## config.mk

```make
export PLATFORM = sky130hd
export DESIGN_NAME = stack
export DESIGN_NICKNAME = d
export VERILOG_FILES = /design/src/rtl/stack.sv
export SDC_FILE = /design/constraint.sdc
export NUM_CORES = 1
export LEC_CHECK = 0
export ABC_AREA = 1
export BUFFER_PORTS_ARGS = -buffer_cell sky130_fd_sc_hd__buf_2
export CAP_MARGIN = 15
export CORE_ASPECT_RATIO = 1.2
export CORE_MARGIN = 4
export CORE_UTILIZATION = 60
export DETAILED_ROUTE_END_ITERATION = 12
export GPL_TIMING_DRIVEN = 0
export PLACE_DENSITY = 0.79
export SLEW_MARGIN = 15
export SYNTH_ARGS = -nofsm -noshare
export SYNTH_HDL_FRONTEND = slang
export SYNTH_SLANG_ARGS = --single-unit
export TNS_END_PERCENT = 1
```

## constraint.sdc

```tcl
create_clock -name clk -period 7.45 [get_ports clk]
set_input_delay 0.3725 -clock clk [delete_from_list [all_inputs] [get_ports clk]]
set_output_delay 0.3725 -clock clk [all_outputs]
set_load 0.05 [all_outputs]
```

## src/rtl/stack.sv

```systemverilog
// Parameterised LIFO stack: DEPTH x WIDTH storage, occupancy pointer sp,
// registered pop output and combinational full/empty decodes.
module stack #(
  parameter int WIDTH      = 8,
  parameter int DEPTH      = 8,
  parameter int ADDR_WIDTH = 3
) (
  input  logic             clk,
  input  logic             reset,
  input  logic             push,
  input  logic             pop,
  input  logic [WIDTH-1:0] data_in,
  output logic [WIDTH-1:0] data_out,
  output logic             full,
  output logic             empty
);

  localparam logic [ADDR_WIDTH:0] FULL_COUNT = (ADDR_WIDTH+1)'(DEPTH);

  logic [WIDTH-1:0]      mem [DEPTH];
  logic [ADDR_WIDTH:0]   sp;
  logic [ADDR_WIDTH:0]   sp_dec;
  logic [ADDR_WIDTH-1:0] top_idx;
  logic [ADDR_WIDTH-1:0] wr_idx;
  logic                  do_pop;
  logic                  do_swap;
  logic                  wr_en;

  always_comb begin
    full    = (sp == FULL_COUNT);
    empty   = (sp == '0);
    sp_dec  = sp - 1'b1;
    top_idx = sp_dec[ADDR_WIDTH-1:0];
    do_pop  = pop && !empty;
    do_swap = push && do_pop;
    // A simultaneous push/pop on a non-empty stack overwrites the top in place,
    // so it is allowed even when full; a push into an empty stack ignores pop.
    wr_en   = push && (do_swap || !full);
    wr_idx  = do_swap ? top_idx : sp[ADDR_WIDTH-1:0];
  end

  always_ff @(posedge clk or negedge reset) begin
    if (!reset) begin
      sp       <= '0;
      data_out <= '0;
    end else begin
      if (do_pop) begin
        data_out <= mem[top_idx];
      end
      if (wr_en && !do_swap) begin
        sp <= sp + 1'b1;
      end else if (do_pop && !push) begin
        sp <= sp_dec;
      end
    end
  end

  // Storage is deliberately not reset; entries above sp are unreachable.
  always_ff @(posedge clk) begin
    if (reset && wr_en) begin
      mem[wr_idx] <= data_in;
    end
  end

endmodule

```

After elaboration in Yosys (flattened, before gate mapping)
Memory sizes are Yosys's and may differ from the RTL's. A register that Yosys moved wholly into a read port is not among the register bits.
Cells that the tools add are included.
- input bits: 12
- memories: 1
- bits in writable memories: 64
- flip-flop bits (word level): 4
- logic and storage cells: 24
- output and inout port bits: 10
- memories (memory ; words ; width ; rd ports ; clocked after memory_dff ; wr ports ; line ; RTL):
    mem ; 8 ; 8 ; 1 ; 1 ; 1 ; 20 ; logic [WIDTH-1:0] mem [DEPTH];
- multiplexer cells: 5
- eq/ne operators: 1
- reduce and logical (&&, ||, !) cells: 14
- add/subtract/negate cells: 2
- operators with widths (cell ; number):
    two-way mux 4 bit ; 2
    logical AND 1 bit ; 6
    zero test 1 bit ; 5
    adder 4 x 1 -> 4 bit, second input constant ; 1
    equality test 4 bit, second input constant ; 1
    zero test 4 bit ; 1
    subtractor 4 x 1 -> 4 bit, second input constant ; 1
    two-way mux 3 bit ; 1
    two-way mux 1 bit ; 2
    nonzero test 2 bit ; 1
    logical OR 1 bit ; 1

Longest topological paths before layout
Gate-level depths: netlist of the first run.
- word-level depth: 9
- depth in mapped cells: 11
- depth with buffers taken out: 9

Worst setup path before layout of the first run
No wires, ideal clock.
- path type: reg2reg
- start: register sp[0]
- end: memory mem[0][0] (enable)
- data arrival time: 1.972 ns
- setup time: 0.370 ns
- period minus slack after synthesis: 2.343 ns
- slack: 5.107 ns
- stages on the path, launching flop included: 10
- data required time: 7.080 ns
- buffers on the path: 3
- path through: dfrtp_1 -> buf_2 -> inv_2 -> buf_2 -> ha_1 -> buf_4 -> clkinv_1 -> o21ai_2 -> nand2_1 -> nor2_1
- longest elaborated chain between the ends: 9
- elaborated cells between the ends (all ways): 13
- classes of those cells: 1 x add/sub; 1 x eq/ne; 3 x mux; 8 x reduce/logical
- RTL lines (element ; line ; RTL):
    start, declared ; 21 ; logic [ADDR_WIDTH:0] sp;
    start signal, assigned ; 51 ; sp <= sp + 1'b1;
    start signal, assigned ; 53 ; sp <= sp_dec;
    zero test 4 bit ; 31 ; empty = (sp == '0);
    zero test 1 bit ; 34 ; do_pop = pop && !empty;
    logical AND 1 bit ; 34 ;
    logical AND 1 bit ; 35 ; do_swap = push && do_pop;
    logical OR 1 bit ; 38 ; wr_en = push && (do_swap || !full);
    logical AND 1 bit ; 38 ;
    logical AND 1 bit ; 60 ; if (reset && wr_en) begin
    two-way mux 1 bit ; 60 ;
    two-way mux 1 bit (not written as such) ; 61 ; mem[wr_idx] <= data_in;
    end, declared ; 20 ;
Several ways; a longest one is shown, not always the timed one.

Final worst setup path of the first run
- start: register sp[0]
- end: memory mem[4][2] (enable)
The elaborated chain is that of the path after synthesis.

==> results.sh, run 1 <==
export IMPL_crit_chain="buf_2 -> inv_2 -> buf_2 -> ha_1 -> buf_4 -> clkinv_1 -> o21ai_2 -> nand2_1 -> nor2_1"
export IMPL_worstRegToRegCells=9
export IMPL_rr_endpoint="mem[4][2]$_DFFE_PP_"
export IMPL_insertedDiodeCount=0
export IMPL_syn_nets=305
export IMPL_viasPerCell=5.46
export IMPL_io_pins=22
export IMPL_syn_area_um2=3290
export IMPL_grt_max_degree=14
export IMPL_io_buffer_count=21
export IMPL_critical_path_startpoint_type="flip-flop"
export IMPL_tns_ns=0
export IMPL_setup_viol=0
export IMPL_worstSetupEndpointType="flip-flop"
export IMPL_relSlewSlack_pct=50.0
export IMPL_fin_util_pct=69.7
export IMPL_leakage_nw=1.42
export IMPL_dr_pass1_iters=4
export IMPL_outcome="finished clean"
export IMPL_antenna_found_initial=0
export IMPL_drc_errors=0
export IMPL_fin_nets=338
export IMPL_finalHoldViolCount=0
export IMPL_min_delay_start="data_in[2]"
export IMPL_drive_gt1_share_pct=18.8
export IMPL_crit_required_ns=7.42
export IMPL_htreeDepth=3
export IMPL_cp_slowest_cell="nor2_1"
export IMPL_grt_pass1_wl_mm=10.1
export IMPL_ir_drop_v=0.000232
export IMPL_seq_area_um2=2220
export IMPL_fmax_mhz=339
export IMPL_syn_inst=291
export IMPL_rr_startpoint="sp[0]$_DFFE_PN0P_"
export IMPL_dp_hpwl_mm=4.31
export IMPL_cts_sinks=76
export IMPL_cts_buffers_inserted=9
export IMPL_hold_path_class="input port to flip-flop"
export IMPL_nFillCells=385
export IMPL_grt_setup_unrepaired="false"
export IMPL_maxCapViolCount=0
export IMPL_cts_tree="done"
export IMPL_rrSetupSlack_ns=4.50
export IMPL_drt_initial_drc_count=163
export IMPL_finalCritPeriodShare_pct=39.5
export IMPL_yosysSeqAreaShare_pct=67.5
export IMPL_finalWirelength_mm=6.40
export IMPL_p_per_area_nw_per_um2=438
export IMPL_path_class="flip-flop to flip-flop"
export IMPL_cp_buffers_inverters=5
export IMPL_holdPathEnd="mem[7][2]$_DFFE_PP_"
export IMPL_crit_top_cell="buf_2"
export IMPL_synth_seq_cells=76
export IMPL_cp_top_family="buffers and inverters"
export IMPL_yosysUniqueCellTypes=26
export IMPL_dieArea_um2=6740
export IMPL_cts_root_buf="clkbuf_8"
export IMPL_avgRoutedWirePerCell_um=16.4
export IMPL_grt_pass1_vias=2031
export IMPL_overflow=0
export IMPL_clock_path_buffers=2
export IMPL_path_clk_slew_ns=0.07
export IMPL_grt_usage_pct=21.6
export IMPL_multiInputGateArea_um2=933
export IMPL_fin_crit_ns=2.95
export IMPL_finClkSkew_ns=0.00759
export IMPL_crit_arrival_ns=2.92
export IMPL_vias=2133
export IMPL_avgSynthCellArea_um2=11.3
export IMPL_antenna_left=0
export IMPL_place_congestion=0.863
export IMPL_fp_coreArea_um2=5300
export IMPL_dieHeight_um=89.1
export IMPL_worstPathMaxFanout=10
export IMPL_area_delta_synth_final_pct=12.2
export IMPL_whs_path_depth=1
export IMPL_row_count=29
export IMPL_tightest_slew_ns=0.748
export IMPL_cpPeakStageDelay_ns=0.58
export IMPL_ys_warn_count=0
export IMPL_worstSkewPairLatency_ns=0.34
export IMPL_die_w_um=75.6
export IMPL_post_cts_buffers=0
export IMPL_drv_slew=0
export IMPL_initial_utilization_pct=62.1
[area by class of cell]
type / instances / share of cell area (%)
Clock buffer: 11 / 3.56
Buffer: 13 / 2.34
Multi-Input combinational cell: 191 / 25.3
Tap cell: 62 / 2.10
Clock inverter: 5 / 2.10
Timing Repair Buffer: 22 / 3.12
Sequential cell: 76 / 60.2
Inverter: 11 / 1.32
[synthesized netlist by cell type, drive strengths merged]
cell type / instances / share of area [%]
clkbuf: 2 / 0.30
clkinv: 2 / 0.38
nand2: 40 / 4.8
nand3: 29 / 5.6
buf: 11 / 2.3
edfxtp: 64 / 58
xnor2: 1 / 0.27
nor2: 67 / 7.6
o211ai: 8 / 1.8
ha: 2 / 0.76
inv: 9 / 1.1
xor2: 2 / 0.53
o21ai: 40 / 6.5
dfrtp: 12 / 9.1
nand4: 2 / 0.38
[power by group]
part / leakage [nW] / internal (W) / switching (W)
combinational: 0.593 / 0.000232 / 0.000514
clock: 0.103 / 0.000188 / 0.000139
sequential: 0.721 / 0.000521 / 0.0000243
total: 1.42 / 0.000941 / 0.000677
[kinds of logic (layout without fill, tap and decap cells)]
logic type	Yosys count	in the layout	share of synthesized area, %
and+or+nand+nor	138	138	18.4
DFF	76	76	67.5
buffers and inverters	24	62	4.11
adders and majority gates	2	2	0.760
AOI/OAI and AO/OA	48	48	8.36
xor gates and xnor gates	3	3	0.799
[metal layers]
metal | up-vias | GRT usage, % | wire, µm
met5 | - | 0 | 0
met4 | 0 | 12.9 | 214
met3 | 15 | 5.62 | 373
met2 | 64 | 33.5 | 3130
met1 | 975 | 27.0 | 2680
li1 | 1079 | - | -
[metrics by stage]
step	setup slack (ns)	power, W	hold WS (ns)	instance area [µm²]	cells
final	4.50	0.00162	0.304	3690	391
after global routing	4.20	0.00174	0.303	3690	391
after CTS	4.49	0.00162	0.292	3690	391
after detailed placement	4.52	0.00129	0.268	3470	374
after global placement	4.52	0.00128	0.266	3470	374
after floorplan	5.11	0.00111	0.0769	3290	291
[worst max path at each step]
stage / from / to / slack (ns) / cells past startpoint
2_1_floorplan: sp[0]$_DFFE_PN0P_ / mem[0][0]$_DFFE_PP_ / 5.11 / 9
3_3_place_gp: sp[0]$_DFFE_PN0P_ / mem[5][0]$_DFFE_PP_ / 4.52 / 9
3_5_place_dp: sp[0]$_DFFE_PN0P_ / mem[5][0]$_DFFE_PP_ / 4.52 / 9
4_1_cts: sp[0]$_DFFE_PN0P_ / mem[4][1]$_DFFE_PP_ / 4.49 / 9
5_1_grt: sp[0]$_DFFE_PN0P_ / mem[4][3]$_DFFE_PP_ / 4.20 / 9
6_report: sp[0]$_DFFE_PN0P_ / mem[4][2]$_DFFE_PP_ / 4.50 / 9
[worst reg2reg max path, cell delays in order, from the launching register on]
cell and delay, ns:
dfrtp_1 0.35, buf_2 0.23, inv_2 0.13, buf_2 0.21
ha_1 0.29, buf_4 0.16, clkinv_1 0.30, o21ai_2 0.25
nand2_1 0.08, nor2_1 0.58
[sequential cells by signal (all words and copies together) (netlist names)]
name / cells
mem: 64
data_out: 8
sp: 4
[layout by cell type, fill, tap and decap left out]
cell type | Yosys | final
nand2_4 | 1 | 1
o211ai_1 | 8 | 8
buf_2 | 4 | 25
o21ai_1 | 4 | 4
nand3_2 | 3 | 3
bufinv_16 | 0 | 2
o21ai_0 | 32 | 32
nand3_1 | 24 | 24
buf_1 | 1 | 1
xnor2_1 | 1 | 1
nand3_4 | 2 | 2
inv_4 | 1 | 1
clkbuf_2 | 2 | 2
xor2_1 | 2 | 2
nand2_1 | 39 | 39
clkbuf_8 | 0 | 9
clkinv_1 | 1 | 1
ha_1 | 2 | 2
clkbuf_1 | 0 | 2
edfxtp_1 | 64 | 64
clkinv_4 | 1 | 1
o21ai_2 | 4 | 4
buf_4 | 4 | 4
inv_1 | 5 | 5
clkinv_2 | 0 | 2
nor2_1 | 67 | 67
buf_6 | 2 | 2
dfrtp_1 | 12 | 12
dlygate4sd3_1 | 0 | 1
inv_2 | 3 | 3
clkinvlp_4 | 0 | 1
nand4_1 | 2 | 2
[what timing repair did]
| action | in CTS | in global routing |
|---|---|---|
| hold buffers | 1 | 0 |
| hold endpoints to repair | 12 | 0 |
| setup endpoints to repair | 0 | 0 |
| resized for setup | 0 | 0 |
Note: power is estimated with default switching activity, not from simulation.
==> inputs of run 2 (changes only) <==
CORE_UTILIZATION = 54   (was 60)
PLACE_DENSITY = 0.75   (was 0.79)
clock period = 2.7 ns   (was 7.45 ns; I/O delays follow)
==> run 2 against run 1 <==
Against the previous run:
- worst setup slack worse by 4.4 ns
- non-clock buffer count up 8
- via count up 6.3%
- design area up 5.0%
- highest routed layer unchanged
- first-iteration DRC count up 19%
- critical endpoint is now mem[4][1]$_DFFE_PP_
- largest power group unchanged
- flip-flop and latch count unchanged
- fmax up 13%
==> results.sh, run 2 (synthesis results as in run 1) <==
export IMPL_outcome="finished clean"
export IMPL_finClkSkew_ns=0.0109
export IMPL_fp_coreArea_um2=5780
export IMPL_worstSetupEndpointType="flip-flop"
export IMPL_maxCapViolCount=0
export IMPL_dieArea_um2=7410
export IMPL_finalHoldViolCount=0
export IMPL_largest_register_ffs=64
export IMPL_insertedDiodeCount=0
export IMPL_io_pins=22
export IMPL_io_buffer_count=21
export IMPL_setup_viol=0
export IMPL_setup_ws_ns=0.0831
export IMPL_die_w_um=79.3
export IMPL_cts_sinks=76
export IMPL_power_total_w=0.00459
export IMPL_avgRoutedWirePerCell_um=17.1
export IMPL_fin_nets=346
export IMPL_vias=2267
export IMPL_grt_pass1_vias=2118
export IMPL_reg_top3="mem: 64 flops, data_out: 8 flops, sp: 4 flops"
export IMPL_tightest_slew_ns=0.450
export IMPL_drive_gt1_share_pct=24.0
export IMPL_ir_drop_v=0.000616
export IMPL_relSlewSlack_pct=70.0
export IMPL_worstPathMaxFanout=10
export IMPL_fin_crit_ns=2.62
export IMPL_worstSkewPairLatency_ns=0.35
export IMPL_final_common_cell="edfxtp_1"
export IMPL_path_class="flip-flop to flip-flop"
export IMPL_area_delta_synth_final_pct=17.9
export IMPL_drt_initial_drc_count=194
export IMPL_finalCritPeriodShare_pct=96.9
export IMPL_initial_utilization_pct=56.9
export IMPL_path_depth=11
export IMPL_grt_setup_unrepaired="true"
export IMPL_cp_top_family="simple AND/OR/NAND/NOR gates"
export IMPL_pre_cts_ws_ns=-0.283
export IMPL_dieHeight_um=93.5
export IMPL_p_per_area_nw_per_um2=1180
export IMPL_dpl_cell_area_um2=3500
export IMPL_fmax_mhz=382
export IMPL_place_congestion=0.793
export IMPL_cts_root_buf="clkbuf_8"
export IMPL_crit_required_ns=2.76
export IMPL_viasPerCell=5.44
export IMPL_worstRegToRegCells=11
export IMPL_hold_path_class="input port to flip-flop"
export IMPL_tns_ns=0
export IMPL_cp_slowest_cell="dfrtp_1"
export IMPL_grt_pass1_wl_mm=10.6
export IMPL_crit_top_cell="nand2_1"
export IMPL_row_count=30
export IMPL_crit_chain="buf_2 -> inv_2 -> buf_2 -> ha_1 -> nand3_4 -> nand3_4 -> nand2_1 -> nand2_1 -> nand2_1 -> nor2_4 -> buf_12"
export IMPL_antenna_found_initial=0
export IMPL_leakage_nw=1.47
export IMPL_finalWirelength_mm=7.14
export IMPL_whs_path_depth=1
export IMPL_crit_arrival_ns=2.67
export IMPL_largest_register="mem"
export IMPL_cts_buffers_inserted=9
export IMPL_fin_area_um2=3880
export IMPL_dr_pass1_iters=4
export IMPL_overflow=0
export IMPL_drc_errors=0
export IMPL_critical_path_startpoint_type="flip-flop"
export IMPL_mostFrequentLayoutCells="64 x edfxtp_1, 59 x nor2_1, 39 x nand2_1, 32 x o21ai_0, 25 x buf_2"
export IMPL_grt_usage_pct=19.8
export IMPL_cpPeakStageDelay_ns=0.38
export IMPL_cp_buffers_inverters=4
export IMPL_htreeDepth=3
export IMPL_drv_slew=0
export IMPL_clock_path_buffers=2
export IMPL_path_clk_slew_ns=0.07
export IMPL_antenna_left=0
export IMPL_cts_tree="done"
export IMPL_dp_hpwl_mm=4.60
export IMPL_grt_max_degree=14
[run 2: changes by cell type in the layout (fill, tap and decap cells not counted), moves of 4 or more]
cell	delta
nor2_4	+8
buf_12	+4
buf_4	+4
nor2_1	-8
[run 2: worst register-to-register path, delay by kind of cell (launching register included)]
| kind | cells | cell delay [ns] |
|---|---|---|
| and+or+nand+nor | 6 | 0.90 |
| adders and majority gates | 1 | 0.31 |
| buffers and inverters | 4 | 0.75 |
| DFF | 1 | 0.38 |
[run 2: final timing paths]
path / slack [ns] / from / to
worst max-delay path: 0.08 / sp[0]$_DFFE_PN0P_ / mem[4][1]$_DFFE_PP_
worst min-delay path: 0.06 / data_in[2] / mem[3][2]$_DFFE_PP_
worst max register to register: 0.08 / sp[0]$_DFFE_PN0P_ / mem[4][1]$_DFFE_PP_
worst min register to register: 0.48 / data_out[5]$_DFFE_PN0N_ / data_out[5]$_DFFE_PN0N_
max in group asynchronous: 2.29 / reset / sp[1]$_DFFE_PN0P_
min in group asynchronous: 0.19 / reset / sp[2]$_DFFE_PN0P_
[run 2: what timing repair did]
| action | in CTS | in global routing |
|---|---|---|
| setup endpoints to repair | 64 | 64 |
| endpoints found under the hold margin | 12 | 0 |
| resized for setup | 6 | 12 |
| setup buffers | 0 | 8 |
| pin swaps | 0 | 8 |
| hold buffers | 1 | 0 |
[run 2: per-layer routing]
layer  global-route usage (%)  wire, µm  up-vias
met5                        0         0        -
met4                     10.9       340        0
met3                     4.62       532       25
met2                     32.2      3560       98
met1                     24.4      2700     1047
li1                         -         -     1097
[run 2: area by class of cell]
type | instances | area (µm²)
sequential | 76 | 2220
fill | 439 | 1900
multi-input combinational | 191 | 998
timing repair buffer | 30 | 225
clock buffer | 11 | 141
tap | 80 | 100
buffer | 13 | 86.3
clock inverter | 5 | 52.6
inverter | 11 | 52.6
[run 2: report_power, final]
group / switching [W] / total, W / internal [W]
combinational: 0.00153 / 0.00224 / 0.000714
clock: 0.000393 / 0.000840 / 0.000447
sequential: 0.0000706 / 0.00151 / 0.00144
total: 0.00199 / 0.00459 / 0.00260
[run 2: metrics by stage]
stage | cells | hold WS (ns) | utilization [%]
after floorplan | 291 | -0.161 | -
after global placement | 392 | 0.0290 | 60.5
after detailed placement | 392 | 0.0320 | 60.5
after CTS | 409 | 0.0493 | 64.3
after global routing | 417 | 0.0645 | 67.1
final | 417 | 0.0635 | 67.1
